$ cat config.mk
export PLATFORM = sky130hd
export DESIGN_NAME = vga_timing_gen
export DESIGN_NICKNAME = d
export VERILOG_FILES = /design/src/rtl/vga_timing_pkg.sv /design/src/rtl/vga_axis_counter.sv /design/src/rtl/vga_timing_gen.sv
export SDC_FILE = /design/constraint.sdc
export NUM_CORES = 1
export LEC_CHECK = 0
export ABC_AREA = 1
export CAP_MARGIN = 15
export CORE_MARGIN = 5
export CORE_UTILIZATION = 45
export CTS_BUF_LIST = sky130_fd_sc_hd__clkbuf_8
export CTS_CLUSTER_DIAMETER = 150
export CTS_CLUSTER_SIZE = 10
export DETAILED_ROUTE_END_ITERATION = 10
export DONT_BUFFER_PORTS = 1
export GPL_TIMING_DRIVEN = 1
export HOLD_SLACK_MARGIN = 0.03
export SLEW_MARGIN = 0
export SYNTH_ARGS = -nofsm -noshare
export SYNTH_HDL_FRONTEND = slang
export SYNTH_SLANG_ARGS = --single-unit
$ cat constraint.sdc
create_clock -name clk -period 2.6 [get_ports clk]
set_input_delay 0.52 -clock clk [delete_from_list [all_inputs] [get_ports clk]]
set_output_delay 0.52 -clock clk [all_outputs]
set_load 0.1 [all_outputs]
$ cat src/rtl/vga_timing_pkg.sv
// Purpose : shared timing constants, phase encoding and coordinate width for the VGA raster.
// Latency : n/a (declarations only).
// Backpressure: n/a.
// Contents: default 640x480@60 timing, phase_e {ACTIVE, FRONT, SYNC, BACK}, COORD_W.
package vga_timing_pkg;

    // Width of every position/segment counter and of the full-resolution coordinates.
    localparam int COORD_W   = 10;
    localparam int MAX_TOTAL = 1 << COORD_W;

    // Default 640x480@60 timing (25.175 MHz pixel clock).
    localparam int DEF_H_ACTIVE = 640;
    localparam int DEF_H_FP     = 16;
    localparam int DEF_H_SYNC   = 96;
    localparam int DEF_H_BP     = 48;
    localparam int DEF_V_ACTIVE = 480;
    localparam int DEF_V_FP     = 10;
    localparam int DEF_V_SYNC   = 2;
    localparam int DEF_V_BP     = 33;

    typedef enum logic [1:0] {
        ACTIVE = 2'd0,
        FRONT  = 2'd1,
        SYNC   = 2'd2,
        BACK   = 2'd3
    } phase_e;

endpackage

$ cat src/rtl/vga_axis_counter.sv
// Purpose : one raster axis: phase FSM (ACTIVE->FRONT->SYNC->BACK), segment down-counter, position counter.
// Latency : state updates on the clock edge where i_adv is high; o_wrap is combinational from current state.
// Backpressure: none; i_adv low freezes all state.
// Ports   : clk, rst (async, active-high), i_adv (advance), o_phase, o_pos (0..TOTAL-1), o_wrap (last position, advancing).
module vga_axis_counter
    import vga_timing_pkg::*;
#(
    parameter int ACTIVE_LEN = DEF_H_ACTIVE,
    parameter int FP_LEN     = DEF_H_FP,
    parameter int SYNC_LEN   = DEF_H_SYNC,
    parameter int BP_LEN     = DEF_H_BP
) (
    input  logic               clk,
    input  logic               rst,
    input  logic               i_adv,
    output phase_e             o_phase,
    output logic [COORD_W-1:0] o_pos,
    output logic               o_wrap
);

    localparam int TOTAL = ACTIVE_LEN + FP_LEN + SYNC_LEN + BP_LEN;

    generate
        if (ACTIVE_LEN < 1 || FP_LEN < 1 || SYNC_LEN < 1 || BP_LEN < 1) begin : g_bad_len
            $error("vga_axis_counter: every phase length must be >= 1");
        end
        if (TOTAL > MAX_TOTAL) begin : g_bad_total
            $error("vga_axis_counter: axis total exceeds coordinate range");
        end
    endgenerate

    // Segment reload values: each phase counts length-1 down to 0.
    localparam logic [COORD_W-1:0] LAST_ACTIVE = COORD_W'(ACTIVE_LEN - 1);
    localparam logic [COORD_W-1:0] LAST_FP     = COORD_W'(FP_LEN - 1);
    localparam logic [COORD_W-1:0] LAST_SYNC   = COORD_W'(SYNC_LEN - 1);
    localparam logic [COORD_W-1:0] LAST_BP     = COORD_W'(BP_LEN - 1);
    localparam logic [COORD_W-1:0] LAST_POS    = COORD_W'(TOTAL - 1);

    phase_e             r_phase;
    logic [COORD_W-1:0] r_seg;
    logic [COORD_W-1:0] r_pos;

    phase_e             w_phase_nxt;
    logic [COORD_W-1:0] w_seg_nxt;
    logic [COORD_W-1:0] w_pos_nxt;
    logic               w_seg_done;

    // State register. Reset enters ACTIVE with the segment preloaded so ACTIVE
    // lasts its full length from the first advance.
    always_ff @(posedge clk or posedge rst) begin
        if (rst) begin
            r_phase <= ACTIVE;
            r_seg   <= LAST_ACTIVE;
            r_pos   <= '0;
        end else if (i_adv) begin
            r_phase <= w_phase_nxt;
            r_seg   <= w_seg_nxt;
            r_pos   <= w_pos_nxt;
        end
    end

    // Next-state logic.
    always_comb begin
        w_seg_done  = (r_seg == '0);
        w_phase_nxt = r_phase;
        w_seg_nxt   = r_seg - 1'b1;
        w_pos_nxt   = (r_pos == LAST_POS) ? '0 : r_pos + 1'b1;
        if (w_seg_done) begin
            case (r_phase)
                ACTIVE: begin w_phase_nxt = FRONT;  w_seg_nxt = LAST_FP;     end
                FRONT:  begin w_phase_nxt = SYNC;   w_seg_nxt = LAST_SYNC;   end
                SYNC:   begin w_phase_nxt = BACK;   w_seg_nxt = LAST_BP;     end
                default: begin w_phase_nxt = ACTIVE; w_seg_nxt = LAST_ACTIVE; end
            endcase
        end
    end

    // Outputs.
    always_comb begin
        o_phase = r_phase;
        o_pos   = r_pos;
        o_wrap  = i_adv && (r_phase == BACK) && (r_seg == '0);
    end

endmodule

$ cat src/rtl/vga_timing_gen.sv
// Purpose : VGA raster generator: syncs, display enable, pixel/scaled coordinates, pixel/line/frame strobes.
// Latency : every output is registered, one enabled cycle behind the H/V counters; outputs stay mutually aligned.
// Backpressure: en low holds all counters and outputs (strobes included, so consumers qualify with en).
// Ports   : clk, rst (async, active-high), en; hsync, vsync, de, x_pos, y_pos, x_scaled, y_scaled,
//           pix_strobe, line_start, frame_start.
module vga_timing_gen
    import vga_timing_pkg::*;
#(
    parameter int   H_ACTIVE   = DEF_H_ACTIVE,
    parameter int   H_FP       = DEF_H_FP,
    parameter int   H_SYNC     = DEF_H_SYNC,
    parameter int   H_BP       = DEF_H_BP,
    parameter int   V_ACTIVE   = DEF_V_ACTIVE,
    parameter int   V_FP       = DEF_V_FP,
    parameter int   V_SYNC     = DEF_V_SYNC,
    parameter int   V_BP       = DEF_V_BP,
    parameter logic SYNC_POL   = 1'b0,
    parameter int   SCALE_LOG2 = 2
) (
    input  logic                          clk,
    input  logic                          rst,
    input  logic                          en,
    output logic                          hsync,
    output logic                          vsync,
    output logic                          de,
    output logic [COORD_W-1:0]            x_pos,
    output logic [COORD_W-1:0]            y_pos,
    output logic [COORD_W-SCALE_LOG2-1:0] x_scaled,
    output logic [COORD_W-SCALE_LOG2-1:0] y_scaled,
    output logic                          pix_strobe,
    output logic                          line_start,
    output logic                          frame_start
);

    generate
        if (SCALE_LOG2 < 0 || SCALE_LOG2 >= COORD_W) begin : g_bad_scale
            $error("vga_timing_gen: SCALE_LOG2 out of range");
        end
    endgenerate

    // Low SCALE_LOG2 bits of the column; zero marks the first pixel of a scaled pixel.
    localparam logic [COORD_W-1:0] SUB_MASK = COORD_W'((1 << SCALE_LOG2) - 1);

    phase_e             w_h_phase;
    phase_e             w_v_phase;
    logic [COORD_W-1:0] w_h;
    logic [COORD_W-1:0] w_v;
    logic               w_h_wrap;
    // End-of-frame marker from the vertical axis; nothing downstream consumes it.
    logic               w_v_wrap_unused;

    vga_axis_counter #(
        .ACTIVE_LEN (H_ACTIVE),
        .FP_LEN     (H_FP),
        .SYNC_LEN   (H_SYNC),
        .BP_LEN     (H_BP)
    ) u_h_axis (
        .clk     (clk),
        .rst     (rst),
        .i_adv   (en),
        .o_phase (w_h_phase),
        .o_pos   (w_h),
        .o_wrap  (w_h_wrap)
    );

    // The line counter steps only when the column counter wraps (already qualified by en).
    vga_axis_counter #(
        .ACTIVE_LEN (V_ACTIVE),
        .FP_LEN     (V_FP),
        .SYNC_LEN   (V_SYNC),
        .BP_LEN     (V_BP)
    ) u_v_axis (
        .clk     (clk),
        .rst     (rst),
        .i_adv   (w_h_wrap),
        .o_phase (w_v_phase),
        .o_pos   (w_v),
        .o_wrap  (w_v_wrap_unused)
    );

    // Decode from the current counters; the registers below add the one-cycle lag.
    logic               w_de;
    logic [COORD_W-1:0] w_x;
    logic [COORD_W-1:0] w_y;
    logic               w_pix;
    logic               w_line;
    logic               w_frame;

    always_comb begin
        w_de    = (w_h_phase == ACTIVE) && (w_v_phase == ACTIVE);
        w_x     = w_de ? w_h : '0;
        w_y     = (w_v_phase == ACTIVE) ? w_v : '0;
        w_pix   = w_de && ((w_h & SUB_MASK) == '0);
        w_line  = w_de && (w_h == '0);
        w_frame = w_line && (w_v == '0);
    end

    logic                          r_hsync;
    logic                          r_vsync;
    logic                          r_de;
    logic [COORD_W-1:0]            r_x_pos;
    logic [COORD_W-1:0]            r_y_pos;
    logic [COORD_W-SCALE_LOG2-1:0] r_x_scaled;
    logic [COORD_W-SCALE_LOG2-1:0] r_y_scaled;
    logic                          r_pix_strobe;
    logic                          r_line_start;
    logic                          r_frame_start;

    always_ff @(posedge clk or posedge rst) begin
        if (rst) begin
            r_hsync       <= ~SYNC_POL;
            r_vsync       <= ~SYNC_POL;
            r_de          <= 1'b0;
            r_x_pos       <= '0;
            r_y_pos       <= '0;
            r_x_scaled    <= '0;
            r_y_scaled    <= '0;
            r_pix_strobe  <= 1'b0;
            r_line_start  <= 1'b0;
            r_frame_start <= 1'b0;
        end else if (en) begin
            r_hsync       <= (w_h_phase == SYNC) ? SYNC_POL : ~SYNC_POL;
            r_vsync       <= (w_v_phase == SYNC) ? SYNC_POL : ~SYNC_POL;
            r_de          <= w_de;
            r_x_pos       <= w_x;
            r_y_pos       <= w_y;
            r_x_scaled    <= w_x[COORD_W-1:SCALE_LOG2];
            r_y_scaled    <= w_y[COORD_W-1:SCALE_LOG2];
            r_pix_strobe  <= w_pix;
            r_line_start  <= w_line;
            r_frame_start <= w_frame;
        end
    end

    assign hsync       = r_hsync;
    assign vsync       = r_vsync;
    assign de          = r_de;
    assign x_pos       = r_x_pos;
    assign y_pos       = r_y_pos;
    assign x_scaled    = r_x_scaled;
    assign y_scaled    = r_y_scaled;
    assign pix_strobe  = r_pix_strobe;
    assign line_start  = r_line_start;
    assign frame_start = r_frame_start;

endmodule

== Yosys cells after proc, flatten, opt, wreduce, memory -nomap -nowiden ==
Index checks and enable logic that the tools add are counted.
Word-level totals
  register bits after elaboration: 86
  input bits: 3
  output and inout port bits: 42
  word-level logic and storage cells: 54
Cells by class
  $add $sub $neg: 4
  equal/unequal tests: 7
  multiplexer cells: 12
  reduce and logical (&&, ||, !) cells: 15
Operators with widths (number)
  $mux W10: 6
  $logic_not A10 Y1: 5
  $pmux W10 S3: 1
  $pmux W9 S3: 1
  $add A10 B1 Y10 const B: 2
  $eq A10 B10 Y1 const B: 2
  $sub A10 B1 Y10 const B: 2
  $pmux W2 S3: 2
  $eq A2 B2 Y1 const B: 3
  $logic_and A1 B1 Y1: 6
  $eq A2 B1 Y1 const B: 2
  $logic_not A2 Y1: 2
  $reduce_and A2 Y1: 2
  $mux W1: 2

== Logic depth before layout (Yosys ltp) ==
Gate-level depths: netlist (run 1).
  word-level depth: 4
  mapped depth: 10
  depth with buffers taken out: 10

== Hierarchy ==
Synthesis (run 1) repeated with hierarchy kept, for this count alone.
Second synthesis, totals
  cell total of the unflattened synthesis: 493
  area total of the unflattened synthesis: 3982.6 um^2
By module, submodules not included
  vga_axis_counter at u_v_axis: instances 1, cells an instance 178, area an instance 1418.9 um^2, sequential area each 560.5 um^2
  vga_axis_counter at u_h_axis: instances 1, cells an instance 173, area an instance 1305.0 um^2, sequential area each 560.5 um^2
  vga_timing_gen: instances 1, cells an instance 142, area an instance 1258.7 um^2, sequential area each 653.1 um^2

== Worst setup path after synthesis (run 1) ==
OpenSTA, ideal clock, no wires.
  path type: flip-flop to output port
  start: register x_pos[2] (netlist name)
  end: output x_scaled[0]
  arrival time: 1340 ps
  data required time: 2080 ps
  path slack: 740 ps
  cell stages (with the launch flop): 2
  buffers on the path: 1
  cells stage by stage: dfrtp_1 > buf_4
RTL lines
  end: declaration: line vga_timing_gen.sv:28  | output logic [COORD_W-SCALE_LOG2-1:0] x_scaled,

==> results of run 1 <==
## power groups by stage
stage | sequential (mW) | combinational, mW | clock [mW]
floorplan | 1.88 | 0.820 | 0
global placement | 1.95 | 0.937 | 0
detailed placement | 1.95 | 0.952 | 0
CTS | 1.93 | 0.955 | 0.829
global route | 1.97 | 1.07 | 0.877
finish | 1.93 | 0.948 | 0.798
## layer usage
metal  global-route usage [%]  vias up  routed length, um
li1                         -     1602                  -
met1                     21.4     1430               3900
met2                     25.3       74               3690
met3                     4.04       10                421
met4                     5.15        0                106
met5                        0        -                  0
## synthesized netlist by cell type, types with 2 or more instances
master                     instances
sky130_fd_sc_hd__dfstp_2          18
sky130_fd_sc_hd__o21ai_0          48
sky130_fd_sc_hd__buf_4            18
sky130_fd_sc_hd__nor4_1            2
sky130_fd_sc_hd__o21ai_2           2
sky130_fd_sc_hd__nor2_2            4
sky130_fd_sc_hd__inv_1            58
sky130_fd_sc_hd__buf_6             2
sky130_fd_sc_hd__nand3_4           2
sky130_fd_sc_hd__clkbuf_1          5
sky130_fd_sc_hd__xor2_1            6
sky130_fd_sc_hd__nand3_1          41
sky130_fd_sc_hd__nand2_1         149
sky130_fd_sc_hd__dfrtp_1          52
sky130_fd_sc_hd__nor3_1            5
sky130_fd_sc_hd__nand4_1          12
sky130_fd_sc_hd__a21oi_1           5
sky130_fd_sc_hd__o21ai_1           2
sky130_fd_sc_hd__nor2_1           51
sky130_fd_sc_hd__ha_1             14
sky130_fd_sc_hd__inv_2             4
## per-stage QoR
step / setup WS [ps] / util, % / instances / instance area (sq um)
after floorplan: 342 / - / 512 / 3940
after global placement: 844 / 47.3 / 605 / 4080
after detailed placement: 776 / 47.3 / 605 / 4080
after CTS: 698 / 49.3 / 621 / 4260
after global routing: 581 / 49.3 / 621 / 4260
final: 710 / 49.3 / 621 / 4260
## logic make-up (layout without fill, tap and decap cells)
group / count (synthesis) / in the layout
flip-flops: 70 / 70
AO/OA/AOI/OAI: 60 / 60
adder cells (fa/ha/maj): 14 / 14
buffers and inverters: 89 / 90
AND/OR/NAND/NOR: 273 / 273
XOR/XNOR: 6 / 6
## cell type report
cell class	instances	area (sq um)	share of cell area [%]
multi-input combinational	353	1740	40.9
clock buffer	10	138	3.23
inverter	63	239	5.61
sequential	70	1790	42.1
timing repair buffer	11	170	3.99
tap	108	135	3.17
clock inverter	6	40.0	0.940
## flip-flops by register name, summed over array words and instances (netlist names)
register and flops:
u_v_axis.r_seg 10, u_h_axis.o_pos 10, u_h_axis.r_seg 10, u_v_axis.o_pos 10, hsync 1, u_h_axis.o_phase 2
line_start 1, x_pos 10, y_pos 10, pix_strobe 1, u_v_axis.o_phase 2, de 1
frame_start 1, vsync 1
## worst min path at each step
stage | startpoint | to | slack [ps] | cells after the start
floorplan | u_v_axis.r_seg[7] | u_v_axis.r_seg[7] | 450 | 2
global placement | u_v_axis.r_seg[7] | u_v_axis.r_seg[7] | 470 | 2
detailed placement | u_v_axis.r_seg[7] | u_v_axis.r_seg[7] | 480 | 2
CTS | rst | u_h_axis.o_phase[0] | 160 | 1
global route | rst | u_h_axis.o_phase[0] | 180 | 1
finish | rst | u_h_axis.o_phase[0] | 140 | 1
==> metrics.md, run 1 <==
| Metric | Value |
|---|---|
| Tightest hold margin | 138 ps |
| Highest ir drop seen on vdd | 0.447 mV |
| Headroom to the max-slew limit | 35.7% |
| Required time of the worst setup path | 2080 ps |
| Reg2Reg Capture Point | u_v_axis.r_seg[9] |
| Routed len/inst | 13.1 um |
| Io pins | 45 |
| Leading cell type in the layout, fill and taps excluded | sky130_fd_sc_hd__nand2_1 |
| Clock input transition at the sequential cells of the worst setup and hold paths | 90 ps |
| Flops & latches, synth | 70 |
| Run status | finished clean |
| Share of async-settable or async-resettable flops after synthesis | 100% |
| X dimension of the die | 104 um |
| Register-to-register setup slack | 800 ps |
| Distinct cell type count of the synthesized netlist | 33 |
| Mean instance size in the synthesized netlist | 7.69 sq um |
| Cell-internal power | 1.99 mW |
| Die footprint | 0.0107 sq mm |
| Post-Synth XOR/XNOR Area | 1.33% |
| Number of warnings issued by yosys | 0 |
| Buffers from clock root to sink, at most | 2 |
| Static leakage | 2.10 nW |
| Detailed Routing Iterations Pass 1 | 4 |
| Skew final | 19.0 ps |
| NetSw | 1.69 mW |
| Clock sinks | 70 |
| Pins Over Slew Limit | 0 |
| Depth of the most critical reg-to-reg path | 9 |
| Total routing usage reported by global routing | 16.0% |
| Cts repair resizes | 0 |
| Sort of element at the start of the critical path | flip-flop |
| Number of synthesized flops with an enable pin | 0 |
| Routability cong. | 0.907 |
| Number of levels the H-tree was split into | 3 |
| Data arrival time at the worst-slack endpoint | 1370 ps |
| Number of antenna violations at the first check in global routing | 0 |
| Fraction of power consumed by the clock network | 21.7% |
| Global-route wire length before repair | 14500 um |
| Fraction of power spent switching nets | 46.0% |
| Launching element of the worst setup path | x_pos[7] |
| Total inserted antenna cells | 0 |
| Via count of the first global-routing pass | 3129 |
| Clock buffer count from CTS | 9 |
| Most used flip-flop cell after synthesis | sky130_fd_sc_hd__dfrtp_1 |
| WL final | 8110 um |
| Clock tree from TritonCTS | yes |
| Main combinational cell family by area after synthesis | simple AND/OR/NAND/NOR gates |
| Final-stage net count | 525 |
| Root Buffer Master | sky130_fd_sc_hd__clkbuf_8 |
| Floorplan row count | 34 |
| Area growth from synthesis to final layout | 8.16% |
| Port bufs | 0 |
| Simple-Gate Fraction of Synth Area | 30.5% |
| CP Capture Type | output pin |
| Pin count of the biggest net entering global routing | 44 |
| Proportion of netlist area held by the largest area contributor | 33.0% |
| Synth Area in Adders | 4.45% |
| Total power per unit cell area | 863 mW/mm^2 |
| Vertical die dimension | 104 um |
| Starting density of the core | 45.6% |
| Ratio of routed vias to standard cells | 5.02 |
| Number of routed nets with antenna violations | 0 |
| Fraction of layout cells with a size suffix above 1 | 15.6% |
| Residual DRC | 0 |
| Mux cell area share after synthesis | 0% |
| Number of buffers inserted by post-CTS setup repair | 0 |
| Worst-Margin Slew | 965 ps |
| Combinational Power Share | 25.8% |
| Worst setup path category | flip-flop to output pin |
| Count of endpoints failing setup in the final report | 0 |
| Power, Total | 3.68 mW |
| Class of the tightest hold or removal check | input pin to async pin |
| Number of fill cells in the layout | 833 |
| Total negative slack | 0 ps |
| Hold violation count in the final report | 0 |
| Cell taking the most area after synthesis | sky130_fd_sc_hd__dfrtp_1 |
| DRC violation total after the first TritonRoute iteration | 135 |
| Post-synthesis compound-gate area fraction | 8.01% |
| Count of max-cap constraint violations | 0 |
| Sequential share of the synthesized area | 45.0% |
| Area of the core region | 0.00864 sq mm |
| Critical R2R Launch | u_h_axis.r_seg[0] |
| Insertion delay of the later-clocked pin in the worst-skew pair | 350 ps |
| Highest clock rate | 0.529 GHz |
| Cells taking the most area after synthesis | sky130_fd_sc_hd__dfrtp_1, sky130_fd_sc_hd__nand2_1, sky130_fd_sc_hd__dfstp_2 |
| Min Tclk post-route | 1890 ps |
| Critical-path maximum fanout | 3 |
| Number of nets produced by synthesis | 529 |
| Instance count of the mapped netlist | 512 |
| Count of cell instances traversed by the critical path | 0 |
| Total standard cell area after synthesis | 0.00394 sq mm |
| Detailed-route via count | 3116 |
| Fraction of the cycle the final worst path needs | 72.7% |
| Capture point of the critical path | x_scaled[5] |
| Part of the power in registers | 52.5% |
| Congestion Overflow GR | 0 |
| Highest-count cells in the layout ignoring fill and taps | sky130_fd_sc_hd__nand2_1, sky130_fd_sc_hd__inv_1, sky130_fd_sc_hd__nor2_1 |
| Number of hold-repair buffers added at the cts stage | 0 |
| Unrepaired setup endpoints after global routing | no |
| Post-detailed-placement half-perimeter wirelength | 5730 um |
(Power assumes the default switching activity.)
==> run 2: changes to the inputs <==
==> constraint.sdc (replaced) <==
create_clock -name clk -period 1.7 [get_ports clk]
set_input_delay 0.34 -clock clk [delete_from_list [all_inputs] [get_ports clk]]
set_output_delay 0.34 -clock clk [all_outputs]
set_load 0.1 [all_outputs]
==> metrics.md, run 2 (synthesis gave the netlist of run 1 again) <==
| Metric | Value |
|---|---|
| Skew final | 8.25 ps |
| Tightest hold margin | 113 ps |
| Final instance count without filler cells | 650 |
| Number of levels the H-tree was split into | 3 |
| Ratio of routed vias to standard cells | 5.05 |
| Number of fill cells in the layout | 826 |
| Routed len/inst | 13.0 um |
| Worst setup path category | flip-flop to flip-flop |
| Critical R2R Launch | u_h_axis.r_seg[0] |
| Clock tree from TritonCTS | yes |
| Detailed Routing Iterations Pass 1 | 4 |
| Pins Over Slew Limit | 0 |
| Crit-path leading delay family | simple AND/OR/NAND/NOR gates |
| Sort of element at the start of the critical path | flip-flop |
| Cell with the largest stage delay on the worst path | sky130_fd_sc_hd__dfstp_2 |
| Area growth from synthesis to final layout | 19.4% |
| Combinational Power Share | 37.1% |
| Startpoint of the tightest hold check path | en |
| Depth of the most critical reg-to-reg path | 8 |
| Global-route wire length before repair | 14600 um |
| Number of buffers and inverters on the critical path | 2 |
| Residual DRC | 0 |
| Cell Count Post-Placement | 627 |
| Data arrival time at the worst-slack endpoint | 1810 ps |
| Hold violation count in the final report | 0 |
| Reg2Reg Capture Point | u_v_axis.o_pos[6] |
| Required time of the worst setup path | 1930 ps |
| Total inserted antenna cells | 0 |
| Post-route core utilization | 54.4% |
| Clock buffer count from CTS | 9 |
| Fraction of power consumed by the clock network | 22.9% |
| X dimension of the die | 104 um |
| Post-detailed-placement half-perimeter wirelength | 6050 um |
| Congestion Overflow GR | 0 |
| Hold endpoint | u_h_axis.r_seg[2] |
| Unrepaired setup endpoints after global routing | yes |
| Part of the power in registers | 40.0% |
| Cells along the critical path | inv_2 -> ha_2 -> nand2_2 -> nor2_4 -> nand3_4 -> nor2_8 -> clkbuf_16 -> o21ai_0 |
| Clock input transition at the sequential cells of the worst setup and hold paths | 80 ps |
| Number of antenna violations at the first check in global routing | 0 |
| Critical-path maximum fanout | 7 |
| Total routing usage reported by global routing | 16.1% |
| Detailed-route via count | 3282 |
| Insertion delay of the later-clocked pin in the worst-skew pair | 350 ps |
| Count of max-cap constraint violations | 0 |
| Starting density of the core | 45.6% |
| Leading cell type in the layout, fill and taps excluded | sky130_fd_sc_hd__nand2_1 |
| Total power per unit cell area | 1280 mW/mm^2 |
| Root Buffer Master | sky130_fd_sc_hd__clkbuf_8 |
| Io pins | 45 |
| Clock sinks | 70 |
| CP Capture Type | flip-flop |
| Static leakage | 2.30 nW |
| Vertical die dimension | 104 um |
| Die footprint | 0.0107 sq mm |
| Number of routed nets with antenna violations | 0 |
| Worst-Margin Slew | 511 ps |
| Min Tclk post-route | 1580 ps |
| NetSw | 2.61 mW |
| Floorplan row count | 34 |
| DRC violation total after the first TritonRoute iteration | 80 |
| Fraction of layout cells with a size suffix above 1 | 21.0% |
| Area of the core region | 0.00864 sq mm |
| Power, Total | 6.00 mW |
| Count of endpoints failing setup in the final report | 0 |
| Number of cells on the worst hold path | 2 |
| Highest-count cells in the layout ignoring fill and taps | sky130_fd_sc_hd__nand2_1, sky130_fd_sc_hd__inv_1, sky130_fd_sc_hd__nor2_1 |
| Final-stage net count | 554 |
| Routability cong. | 0.889 |
| Highest ir drop seen on vdd | 0.649 mV |
| Highest clock rate | 0.632 GHz |
| Register-to-register setup slack | 120 ps |
| Run status | finished clean |
| Headroom to the max-slew limit | 65.9% |
| Class of the tightest hold or removal check | input pin to flip-flop |
| Pin count of the biggest net entering global routing | 29 |
| Via count of the first global-routing pass | 3066 |
| WL final | 8460 um |
| Cell-internal power | 3.39 mW |
| Buffers from clock root to sink, at most | 2 |
| Port bufs | 0 |
| Delay contributed by the slowest stage of the critical path | 380 ps |
| Fraction of power spent switching nets | 43.5% |
| Fraction of the cycle the final worst path needs | 93.1% |
==> run 2: cell types whose count changed in the layout (fill, tap and decap cells not counted), sizes merged <==
cell | before | now
nor2 | 57 | 58
clkbuf | 10 | 12
dlygate4sd3 | 0 | 1
clkinv | 2 | 1
clkinvlp | 3 | 2
buf | 11 | 37
bufinv | 0 | 1
==> run 2: how the worst max path moves through the flow <==
stage,cells after the start,startpoint,end,slack [ps]
after CTS,9,u_v_axis.r_seg[0],u_v_axis.o_phase[0],30
after detailed placement,9,u_v_axis.r_seg[0],u_v_axis.o_phase[0],30
after global placement,9,u_h_axis.r_seg[0],u_v_axis.o_pos[9],110
after global routing,9,u_h_axis.r_seg[0],u_v_axis.r_seg[9],-20
final,8,u_h_axis.r_seg[0],u_v_axis.o_pos[6],120
after floorplan,1,x_pos[2],x_scaled[0],20
==> run 2: metal layers <==
metal	vias to the layer above	GRT usage, %	routed length [um]
met3	13	2.86	356
met5	-	0	0
met2	59	25.1	4020
met1	1542	22.2	3920
met4	0	6.09	154
li1	1668	-	-
==> run 2: timing repair <==
action / 4_1_cts / 5_1_grt
hold endpoints to repair: 13 / 0
hold buffers: 1 / 0
resized for setup: 0 / 10
buffers inserted: 0 / 4
setup endpoints to repair: 0 / 22
==> run 2: layout make-up <==
class / instances / area [sq um] / share of cell area (%)
multi-input cells: 354 / 1780 / 37.8
flip-flops and latches: 70 / 1790 / 38.2
repair buffers: 39 / 551 / 11.7
inverters: 63 / 245 / 5.22
clock buffers: 11 / 151 / 3.22
well taps: 108 / 135 / 2.87
clock inverters: 5 / 50.0 / 1.06
==> run 2: power groups by stage <==
stage	Combinational (mW)	Clock, mW	Sequential (mW)
detailed placement	2.20	0	2.43
CTS	2.21	1.41	2.40
finish	2.22	1.37	2.40
global route	2.43	1.48	2.46
global placement	2.17	0	2.42
floorplan	1.25	0	2.87
==> run 2: worst reg2reg max path: stages, from the launching register on <==
cell                        delay (ps)
sky130_fd_sc_hd__dfstp_2           380
sky130_fd_sc_hd__inv_2              70
sky130_fd_sc_hd__ha_2              190
sky130_fd_sc_hd__nand2_2            70
sky130_fd_sc_hd__nor2_4            130
sky130_fd_sc_hd__nand3_4           130
sky130_fd_sc_hd__nor2_8            250
sky130_fd_sc_hd__clkbuf_16         190
sky130_fd_sc_hd__o21ai_0            70
==> run 2: metrics by stage <==
stage	worst slack (ps)	instance area [sq um]	TNS (ps)
2_1_floorplan	20.1	3940	0
3_3_place_gp	110	4400	0
3_5_place_dp	35.0	4400	0
4_1_cts	33.9	4610	0
5_1_grt	-17.3	4700	-43.8
6_report	118	4700	0
==> run 3: changes to the inputs <==
--- a/config.mk
+++ b/config.mk
@@ -16,7 +16,6 @@
 export DONT_BUFFER_PORTS = 1
 export GPL_TIMING_DRIVEN = 1
 export HOLD_SLACK_MARGIN = 0.03
-export SLEW_MARGIN = 0
 export SYNTH_ARGS = -nofsm -noshare
 export SYNTH_HDL_FRONTEND = slang
 export SYNTH_SLANG_ARGS = --single-unit
==> results of run 3 <==
The final DEF is identical to that of run 2; final timing and power are the same.
